==> src/rtl/bin_sensor_scanner.sv <==
// Round-robin scanner for three bin level-switch banks on a shared 8-bit bus.
// Each pass settles, samples, then commits AND pattern, average fill, LED bar and full flag.
//   state  | meaning
//   IDLE   | parked; results and SENSOR_sel held
//   SELECT | drive SENSOR_sel, clear accumulator/pattern/counter
//   SETTLE | wait for the selected switch bank to settle
//   SAMPLE | accumulate popcount and AND the raw pattern
//   COMMIT | write this bin's results, advance bin index
module bin_sensor_scanner #(
    parameter int SETTLE_CYCLES = 4,
    parameter int SAMPLES       = 4,
    parameter int FULL_THRESH   = 7
) (
    input  logic       Clk,
    input  logic       Rst,
    input  logic       scan_en,
    input  logic [7:0] SENSOR_raw,
    output logic [1:0] SENSOR_sel,
    output logic [7:0] SENSOR_bin1,
    output logic [7:0] SENSOR_bin2,
    output logic [7:0] SENSOR_bin3,
    output logic [3:0] VALUE_bin1,
    output logic [3:0] VALUE_bin2,
    output logic [3:0] VALUE_bin3,
    output logic [7:0] STATUS_bin1,
    output logic [7:0] STATUS_bin2,
    output logic [7:0] STATUS_bin3,
    output logic [2:0] FULL_flags,
    output logic       update
);

    localparam int          SHIFT       = $clog2(SAMPLES);
    localparam logic [3:0]  SETTLE_LAST = 4'(SETTLE_CYCLES - 1);
    localparam logic [3:0]  SAMPLE_LAST = 4'(SAMPLES - 1);
    localparam logic [3:0]  THRESH      = 4'(FULL_THRESH);

    typedef enum logic [2:0] {
        IDLE   = 3'd0,
        SELECT = 3'd1,
        SETTLE = 3'd2,
        SAMPLE = 3'd3,
        COMMIT = 3'd4
    } state_t;

    state_t           state_q, state_d;
    logic [1:0]       idx_q, idx_d;
    logic [1:0]       sel_q, sel_d;
    logic [3:0]       cnt_q, cnt_d;
    logic [6:0]       acc_q, acc_d;
    logic [7:0]       pat_q, pat_d;
    logic [2:0][7:0]  sensor_q, sensor_d;
    logic [2:0][3:0]  value_q, value_d;
    logic [2:0][7:0]  status_q, status_d;
    logic [2:0]       full_q, full_d;
    logic             update_q, update_d;

    logic [3:0]       pop_c;
    logic [6:0]       avg_c;
    logic [3:0]       value_c;
    logic [7:0]       status_c;
    logic             full_c;

    function automatic logic [3:0] popcount8(input logic [7:0] v);
        logic [3:0] n;
        n = '0;
        for (int i = 0; i < 8; i++) begin
            n = n + {3'b000, v[i]};
        end
        return n;
    endfunction

    // Fill value never exceeds 8, so the 9-bit shift covers the all-ones bar too.
    always_comb begin
        pop_c    = popcount8(SENSOR_raw);
        avg_c    = acc_q >> SHIFT;
        value_c  = avg_c[3:0];
        status_c = 8'((9'd1 << value_c) - 9'd1);
        full_c   = (value_c >= THRESH);
    end

    always_comb begin
        state_d  = state_q;
        idx_d    = idx_q;
        sel_d    = sel_q;
        cnt_d    = cnt_q;
        acc_d    = acc_q;
        pat_d    = pat_q;
        sensor_d = sensor_q;
        value_d  = value_q;
        status_d = status_q;
        full_d   = full_q;
        update_d = 1'b0;

        unique case (state_q)
            IDLE: begin
                if (scan_en) begin
                    state_d = SELECT;
                    sel_d   = idx_q;
                end
            end
            SELECT: begin
                acc_d   = '0;
                pat_d   = 8'hFF;
                cnt_d   = '0;
                state_d = (SETTLE_CYCLES == 0) ? SAMPLE : SETTLE;
            end
            SETTLE: begin
                cnt_d = cnt_q + 4'd1;
                if (cnt_q == SETTLE_LAST) begin
                    cnt_d   = '0;
                    state_d = SAMPLE;
                end
            end
            SAMPLE: begin
                acc_d = acc_q + {3'b000, pop_c};
                pat_d = pat_q & SENSOR_raw;
                cnt_d = cnt_q + 4'd1;
                if (cnt_q == SAMPLE_LAST) begin
                    state_d = COMMIT;
                end
            end
            COMMIT: begin
                case (idx_q)
                    2'd0: begin
                        sensor_d[0] = pat_q;
                        value_d[0]  = value_c;
                        status_d[0] = status_c;
                        full_d[0]   = full_c;
                    end
                    2'd1: begin
                        sensor_d[1] = pat_q;
                        value_d[1]  = value_c;
                        status_d[1] = status_c;
                        full_d[1]   = full_c;
                    end
                    default: begin
                        sensor_d[2] = pat_q;
                        value_d[2]  = value_c;
                        status_d[2] = status_c;
                        full_d[2]   = full_c;
                    end
                endcase
                if (idx_q == 2'd2) begin
                    idx_d    = 2'd0;
                    update_d = 1'b1;
                end else begin
                    idx_d = idx_q + 2'd1;
                end
                if (scan_en) begin
                    state_d = SELECT;
                    sel_d   = idx_d;
                end else begin
                    state_d = IDLE;
                end
            end
            default: state_d = IDLE;
        endcase
    end

    always_ff @(posedge Clk) begin
        if (Rst) begin
            state_q  <= IDLE;
            idx_q    <= '0;
            sel_q    <= '0;
            cnt_q    <= '0;
            acc_q    <= '0;
            pat_q    <= '0;
            sensor_q <= '0;
            value_q  <= '0;
            status_q <= '0;
            full_q   <= '0;
            update_q <= 1'b0;
        end else begin
            state_q  <= state_d;
            idx_q    <= idx_d;
            sel_q    <= sel_d;
            cnt_q    <= cnt_d;
            acc_q    <= acc_d;
            pat_q    <= pat_d;
            sensor_q <= sensor_d;
            value_q  <= value_d;
            status_q <= status_d;
            full_q   <= full_d;
            update_q <= update_d;
        end
    end

    assign SENSOR_sel  = sel_q;
    assign SENSOR_bin1 = sensor_q[0];
    assign SENSOR_bin2 = sensor_q[1];
    assign SENSOR_bin3 = sensor_q[2];
    assign VALUE_bin1  = value_q[0];
    assign VALUE_bin2  = value_q[1];
    assign VALUE_bin3  = value_q[2];
    assign STATUS_bin1 = status_q[0];
    assign STATUS_bin2 = status_q[1];
    assign STATUS_bin3 = status_q[2];
    assign FULL_flags  = full_q;
    assign update      = update_q;

endmodule

==> config.mk <==
export PLATFORM = sky130hd
export DESIGN_NAME = bin_sensor_scanner
export DESIGN_NICKNAME = d
export VERILOG_FILES = /design/src/rtl/bin_sensor_scanner.sv
export SDC_FILE = /design/constraint.sdc
export NUM_CORES = 1
export LEC_CHECK = 0
export CAP_MARGIN = 20
export CORE_ASPECT_RATIO = 1.4
export CORE_MARGIN = 8
export CORE_UTILIZATION = 50
export DETAILED_ROUTE_END_ITERATION = 10
export MAX_ROUTING_LAYER = met4
export PLACE_DENSITY = 0.79
export SLEW_MARGIN = 20
export SYNTH_ARGS = -nofsm -noshare
export SYNTH_HDL_FRONTEND = slang
export SYNTH_SLANG_ARGS = --single-unit
export TNS_END_PERCENT = 5
==> constraint.sdc <==
create_clock -name Clk -period 3.9 [get_ports Clk]
set_input_delay 0.585 -clock Clk [delete_from_list [all_inputs] [get_ports Clk]]
set_output_delay 0.585 -clock Clk [all_outputs]
set_load 0.005 [all_outputs]
Yosys cells after proc, flatten, opt, wreduce, memory -nomap -nowiden
Cells that the tools add are included.
Widths: inputs -> output; s select.
{"block": "totals", "in_bits": 11, "out_inout_bits": 66, "ff_bits": 90}
{"block": "classes", "mux": 14, "n_shift": 1, "eq_ne": 11, "n_addsub": 11, "bitwise": 3, "order_cmp": 1, "n_reduce_logical": 12}
{"op": "$add 4x1->4", "n": 4}
{"op": "$pmux 8 s2", "n": 1}
{"op": "$pmux 3 s5", "n": 1}
{"op": "$pmux 7 s2", "n": 1}
{"op": "$pmux 4 s3", "n": 1}
{"op": "$mux 3", "n": 3}
{"op": "$and 8x8->8", "n": 1}
{"op": "$ne 2x2->1 const B", "n": 4}
{"op": "$shl 1x4->8 const A", "n": 1}
{"op": "$sub 8x1->8 const B", "n": 1}
{"op": "$add 7x4->7", "n": 1}
{"op": "$eq 3x2->1 const B", "n": 2}
{"op": "$mux 2", "n": 3}
{"op": "$reduce_and 2->1", "n": 3}
{"op": "$reduce_and 3->1", "n": 2}
{"op": "$add 3x1->4", "n": 1}
{"op": "$add 4x1->4 const B", "n": 1}
{"op": "$eq 4x2->1 const B", "n": 1}
{"op": "$ge 4x3->1 const B", "n": 1}
{"op": "$mux 4", "n": 1}
{"op": "$pmux 2 s2", "n": 1}
{"op": "$reduce_bool 2->1", "n": 2}
{"op": "$reduce_or 2->1", "n": 2}
{"op": "$add 2x1->3", "n": 1}
{"op": "other kinds (11)", "n": 13}

Depth between registers and ports, before layout
{"block": "depth", "ltp_word": 9, "ltp_mapped": 11, "ltp_nobuf": 11}

Least setup slack after synthesis
No wires, ideal clock.
{"block": "synth_path", "kind": "input port to flip-flop", "start": "input SENSOR_raw[0]", "end": "register acc_q[4]", "slack_ns": 0.437, "n_path_buf": 0, "stages": 10, "arrival_ns": 3.330, "cell_sequence": "fa_1 -> inv_1 -> fa_1 -> fa_1 -> fa_1 -> fa_1 -> nor2b_1 -> o21a_1 -> or3_1 -> a31oi_1"}
{"block": "synth_between", "elab_chain_cells": 9}
{"element": "start: declaration", "line": "17", "rtl": "input logic [7:0] SENSOR_raw,"}
{"element": "$add 1x1->2", "line": "67", "rtl": "n = n + {3'b000, v[i]};"}
{"element": "$add 2x1->3", "line": "67"}
{"element": "$add 3x1->4", "line": "67"}
{"element": "$add 4x1->4 (4 in a row)", "line": "67"}
{"element": "$add 7x4->7", "line": "115", "rtl": "acc_d = acc_q + {3'b000, pop_c};"}
{"element": "$pmux 7 s2", "line": "94", "rtl": "unique case (state_q)"}
{"element": "end signal: assignment", "line": "166", "rtl": "acc_q <= '0;"}
{"element": "end signal: assignment", "line": "178", "rtl": "acc_q <= acc_d;"}
{"element": "end: declaration", "line": "49", "rtl": "logic [6:0] acc_q, acc_d;"}
No other way between the ends.
A chain may end at the register's enable or synchronous reset.

Worst setup path in the final report
Same ends and word-level chain as after synthesis.

==> flow_results.xml <==
<?xml version="1.0" encoding="UTF-8"?>
<metrics>
  <group name="clock_network">
    <metric name="clock_tree.buffer_depth" unit="">2</metric>
    <metric name="cts_buffers" unit="">9</metric>
    <metric name="post_cts.resized_instances" unit="">0</metric>
    <metric name="tritoncts" unit="">yes</metric>
    <metric name="clockRootBuffer" unit="">clkbuf_8</metric>
    <metric name="clock_net_sink_count" unit="">89</metric>
    <metric name="clkSlewWorstSetupHoldPaths" unit="ns">0.08</metric>
    <metric name="cts.hold.buffers_added" unit="">0</metric>
    <metric name="clk_latency" unit="ns">0.36</metric>
    <metric name="cts_max_level" unit="">3</metric>
    <metric name="cts_post_setup_buffers_inserted" unit="">0</metric>
  </group>
  <group name="worst_setup_path">
    <metric name="cp.arrival" unit="ns">3.96</metric>
    <metric name="worstPathMaxFanout" unit="">2</metric>
    <metric name="kind_of_start_point_of_the_critical_path" unit="">primary input</metric>
    <metric name="worstSetupPathType" unit="">primary input to register</metric>
    <metric name="worst-endpoint-required" unit="ns">4.10</metric>
    <metric name="endpoint_kind" unit="">register</metric>
    <metric name="reg2reg_setup_slack" unit="ns">1.02</metric>
  </group>
  <group name="floorplanning">
    <metric name="die_w" unit="µm">87.7</metric>
    <metric name="die_area" unit="mm²">0.0102</metric>
    <metric name="io-pin-count" unit="">77</metric>
    <metric name="die_h" unit="µm">116</metric>
    <metric name="floorplan.rows" unit="">36</metric>
    <metric name="fp.coreArea" unit="mm²">0.00698</metric>
    <metric name="floorplan.initialDensity" unit="%">51.5</metric>
  </group>
  <group name="route">
    <metric name="drt.antenna.violating_nets" unit="">0</metric>
    <metric name="routed_wl" unit="µm">9120</metric>
    <metric name="dr.first_iter.drc_count" unit="">171</metric>
    <metric name="drc_violations_left" unit="">0</metric>
    <metric name="drt-pass1-iter-count" unit="">4</metric>
    <metric name="via_per_inst" unit="">5.39</metric>
    <metric name="vias" unit="">3095</metric>
    <metric name="avgRoutedWirePerCell" unit="µm">15.9</metric>
  </group>
  <group name="layout">
    <metric name="multi_input_area" unit="mm²">0.00163</metric>
    <metric name="final_cells" unit="">574</metric>
    <metric name="areaGrowthSynthToFinish" unit="%">27.7</metric>
    <metric name="antenna_cells" unit="">0</metric>
    <metric name="net_count_final" unit="">498</metric>
    <metric name="register_area" unit="mm²">0.00178</metric>
    <metric name="layout.filler_cells" unit="">609</metric>
    <metric name="drive_gt1_share" unit="%">6.26</metric>
  </group>
  <group name="global_route">
    <metric name="via_count_of_the_first_global_routing_pass" unit="">3024</metric>
    <metric name="grt_pass1_wl" unit="µm">14800</metric>
    <metric name="grt.overflow.total" unit="">0</metric>
    <metric name="grt_antenna_before_repair" unit="">0</metric>
    <metric name="gr-usage-all-layers" unit="%">19.2</metric>
    <metric name="pin_count_of_the_biggest_net_entering_global_routing" unit="">47</metric>
  </group>
  <group name="hold_path">
    <metric name="min-delay-path-class" unit="">register to register</metric>
  </group>
  <group name="logic_synthesis">
    <metric name="post_synth_xor_area_fraction" unit="%">0.731</metric>
    <metric name="compound_cell_area_share_of_the_yosys_netlist" unit="%">18.6</metric>
    <metric name="ys_top_cells_by_area" unit="">dfxtp_1 50%, nand2_1 8.7%, a21oi_1 7.7%, a211oi_1 5.0%, nor2_1 4.0%</metric>
    <metric name="yosys.area_share.adder" unit="%">5.57</metric>
    <metric name="number_of_enable_flip_flop_cells_after_synthesis" unit="">0</metric>
    <metric name="synth_async_sr_flop_share" unit="%">0</metric>
    <metric name="ys_seq_area_share" unit="%">49.6</metric>
    <metric name="netlist_instances" unit="">417</metric>
    <metric name="synth_flop_cell" unit="">dfxtp_1</metric>
    <metric name="area_share_of_the_largest_cell_type_after_synthesis" unit="%">49.6</metric>
    <metric name="yosys-mux-area-fraction" unit="%">0</metric>
    <metric name="yosys_warnings" unit="">0</metric>
    <metric name="synthesis.nets" unit="">441</metric>
    <metric name="synth_seq_cells" unit="">89</metric>
    <metric name="synth_top_family_by_area" unit="">simple AND/OR/NAND/NOR gates</metric>
    <metric name="synth_largest_area_cell" unit="">dfxtp_1</metric>
    <metric name="synth_cell_types" unit="">42</metric>
    <metric name="netlist_area" unit="mm²">0.00359</metric>
    <metric name="postSynthAreaPerCell" unit="µm²">8.62</metric>
    <metric name="synth_simple_gate_area_share" unit="%">20.1</metric>
  </group>
  <group name="timing">
    <metric name="max_freq" unit="GHz">0.266</metric>
    <metric name="drv_slew" unit="">0</metric>
    <metric name="relative_slew_slack" unit="%">45.6</metric>
    <metric name="final_period_minus_worst_setup_slack" unit="ns">3.76</metric>
    <metric name="fin_hold_ws" unit="ns">0.458</metric>
    <metric name="timing.final.hold_violations" unit="">0</metric>
    <metric name="timing.final.crit_share" unit="%">96.4</metric>
    <metric name="clock_skew" unit="ns">0.00872</metric>
    <metric name="worst-slew-pin-transition" unit="ns">0.816</metric>
    <metric name="timing.final.setup_violations" unit="">0</metric>
    <metric name="setup_repair_after_global_routing_missed_its_margin" unit="">false</metric>
  </group>
  <group name="power_and_ir_drop">
    <metric name="cellPowerDensity" unit="mW/mm²">393</metric>
    <metric name="overall_power" unit="mW">1.80</metric>
    <metric name="irDropWorstVdd" unit="mV">0.347</metric>
    <metric name="total_leakage_power" unit="nW">1.54</metric>
  </group>
  <group name="place">
    <metric name="place.gp.congestion" unit="">0.925</metric>
    <metric name="detailed_place_hpwl" unit="µm">6360</metric>
    <metric name="placed_cells_incl_taps" unit="">558</metric>
    <metric name="port_buffers" unit="">76</metric>
  </group>
  <group name="run_status">
    <metric name="status" unit="">finished clean</metric>
  </group>
  <group name="flow_run">
    <metric name="maxCapViolCount" unit="">0</metric>
  </group>
</metrics>
-- cell type report --
class | instances | area share, %
Tap cell | 95 | 2.59
Inverter | 11 | 0.900
Multi-Input combinational cell | 284 | 35.5
Sequential cell | 89 | 38.8
Timing Repair Buffer | 79 | 17.0
Clock buffer | 9 | 2.70
Clock inverter | 7 | 2.54
-- placed cells by master (no fill, tap or decap), types with 2 or more instances in the layout --
cell	count
o21a_1	3
or2_2	2
clkdlybuf4s50_1	75
clkinv_2	2
a21oi_1	55
bufinv_16	3
a311oi_1	2
nor2_1	38
or3b_4	2
nand3_1	2
buf_4	3
o21ai_0	11
fa_1	5
clkbuf_8	9
nand2_1	83
dfxtp_1	89
nor3b_1	4
a31oi_1	3
nor3_1	5
a211oi_1	24
ha_1	8
nor2b_1	4
nor4b_1	3
a21o_1	2
nand3b_1	4
nand2b_1	3
a32oi_1	2
inv_1	11
xnor2_1	3
or3_1	3
-- synth_stat cells (4+ instances only) --
cell type / number
ha_1: 8
buf_4: 4
a211oi_1: 24
nor2_1: 38
inv_1: 11
nor2b_1: 4
buf_2: 8
dfxtp_1: 89
a21oi_1: 55
fa_1: 5
nand2_1: 83
nor3_1: 5
nor3b_1: 4
clkbuf_1: 20
o21ai_0: 11
nand3b_1: 4
-- stage by stage --
step | util [%] | setup slack, ns | instance area (µm²) | TNS (ns)
after floorplan | - | 0.437 | 3590 | 0
after global placement | 62.3 | -0.188 | 4350 | -0.380
after detailed placement | 62.3 | -0.224 | 4350 | -0.506
after CTS | 65.7 | 0.156 | 4590 | 0
after global routing | 65.7 | 0.0165 | 4590 | 0
final | 65.7 | 0.140 | 4590 | 0
-- worst max-delay path: stages --
cell             delay [ns]
clkdlybuf4s50_1        0.47
fa_1                   0.56
inv_1                  0.05
fa_1                   0.49
fa_1                   0.43
fa_1                   0.44
fa_1                   0.45
nor2b_1                0.17
o21a_1                 0.15
or3_1                  0.11
a31oi_1                0.07
-- kinds of logic (layout without fill, tap and decap cells) --
family          Yosys count  after routing
compound gates          109            109
xor+xnor                  3              3
fa+ha+maj                13             13
buf+inv                  44            106
flops                    89             89
simple gates            159            159
-- layer usage --
metal	part of all wire, %	vias to the layer above	routed length, µm	global-route usage, %
met4	1.8	0	161	7.49
met2	52	78	4710	32.6
met3	6.3	14	572	4.65
met5	0	-	0	-
li1	-	1528	-	-
met1	40	1475	3680	21.1
-- state kept, by name, summed over array words and instances, names as in the netlist, 6 cells and up --
name	flops
SENSOR_bin1	8
SENSOR_bin2	8
SENSOR_bin3	8
STATUS_bin1	8
STATUS_bin2	8
STATUS_bin3	8
acc_q	6
pat_q	8
-- report_power, final --
| part | switching, mW | total (mW) | internal, mW |
|---|---|---|---|
| combinational | 0.0679 | 0.117 | 0.0492 |
| sequential | 0.0158 | 0.936 | 0.920 |
| clock | 0.324 | 0.749 | 0.425 |
-- path summary, 6_finish.rpt --
check / from / to / cells past startpoint
worst max-delay path: SENSOR_raw[0] / acc_q[4]$_SDFFE_PP0P_ / 11
worst min-delay path: STATUS_bin2[7]$_SDFFE_PP0P_ / STATUS_bin2[7]$_SDFFE_PP0P_ / 2
worst max register to register: acc_q[0]$_SDFFE_PP0P_ / acc_q[4]$_SDFFE_PP0P_ / 9
worst min register to register: STATUS_bin2[7]$_SDFFE_PP0P_ / STATUS_bin2[7]$_SDFFE_PP0P_ / 2
Note: power is estimated with default switching activity, not from simulation.
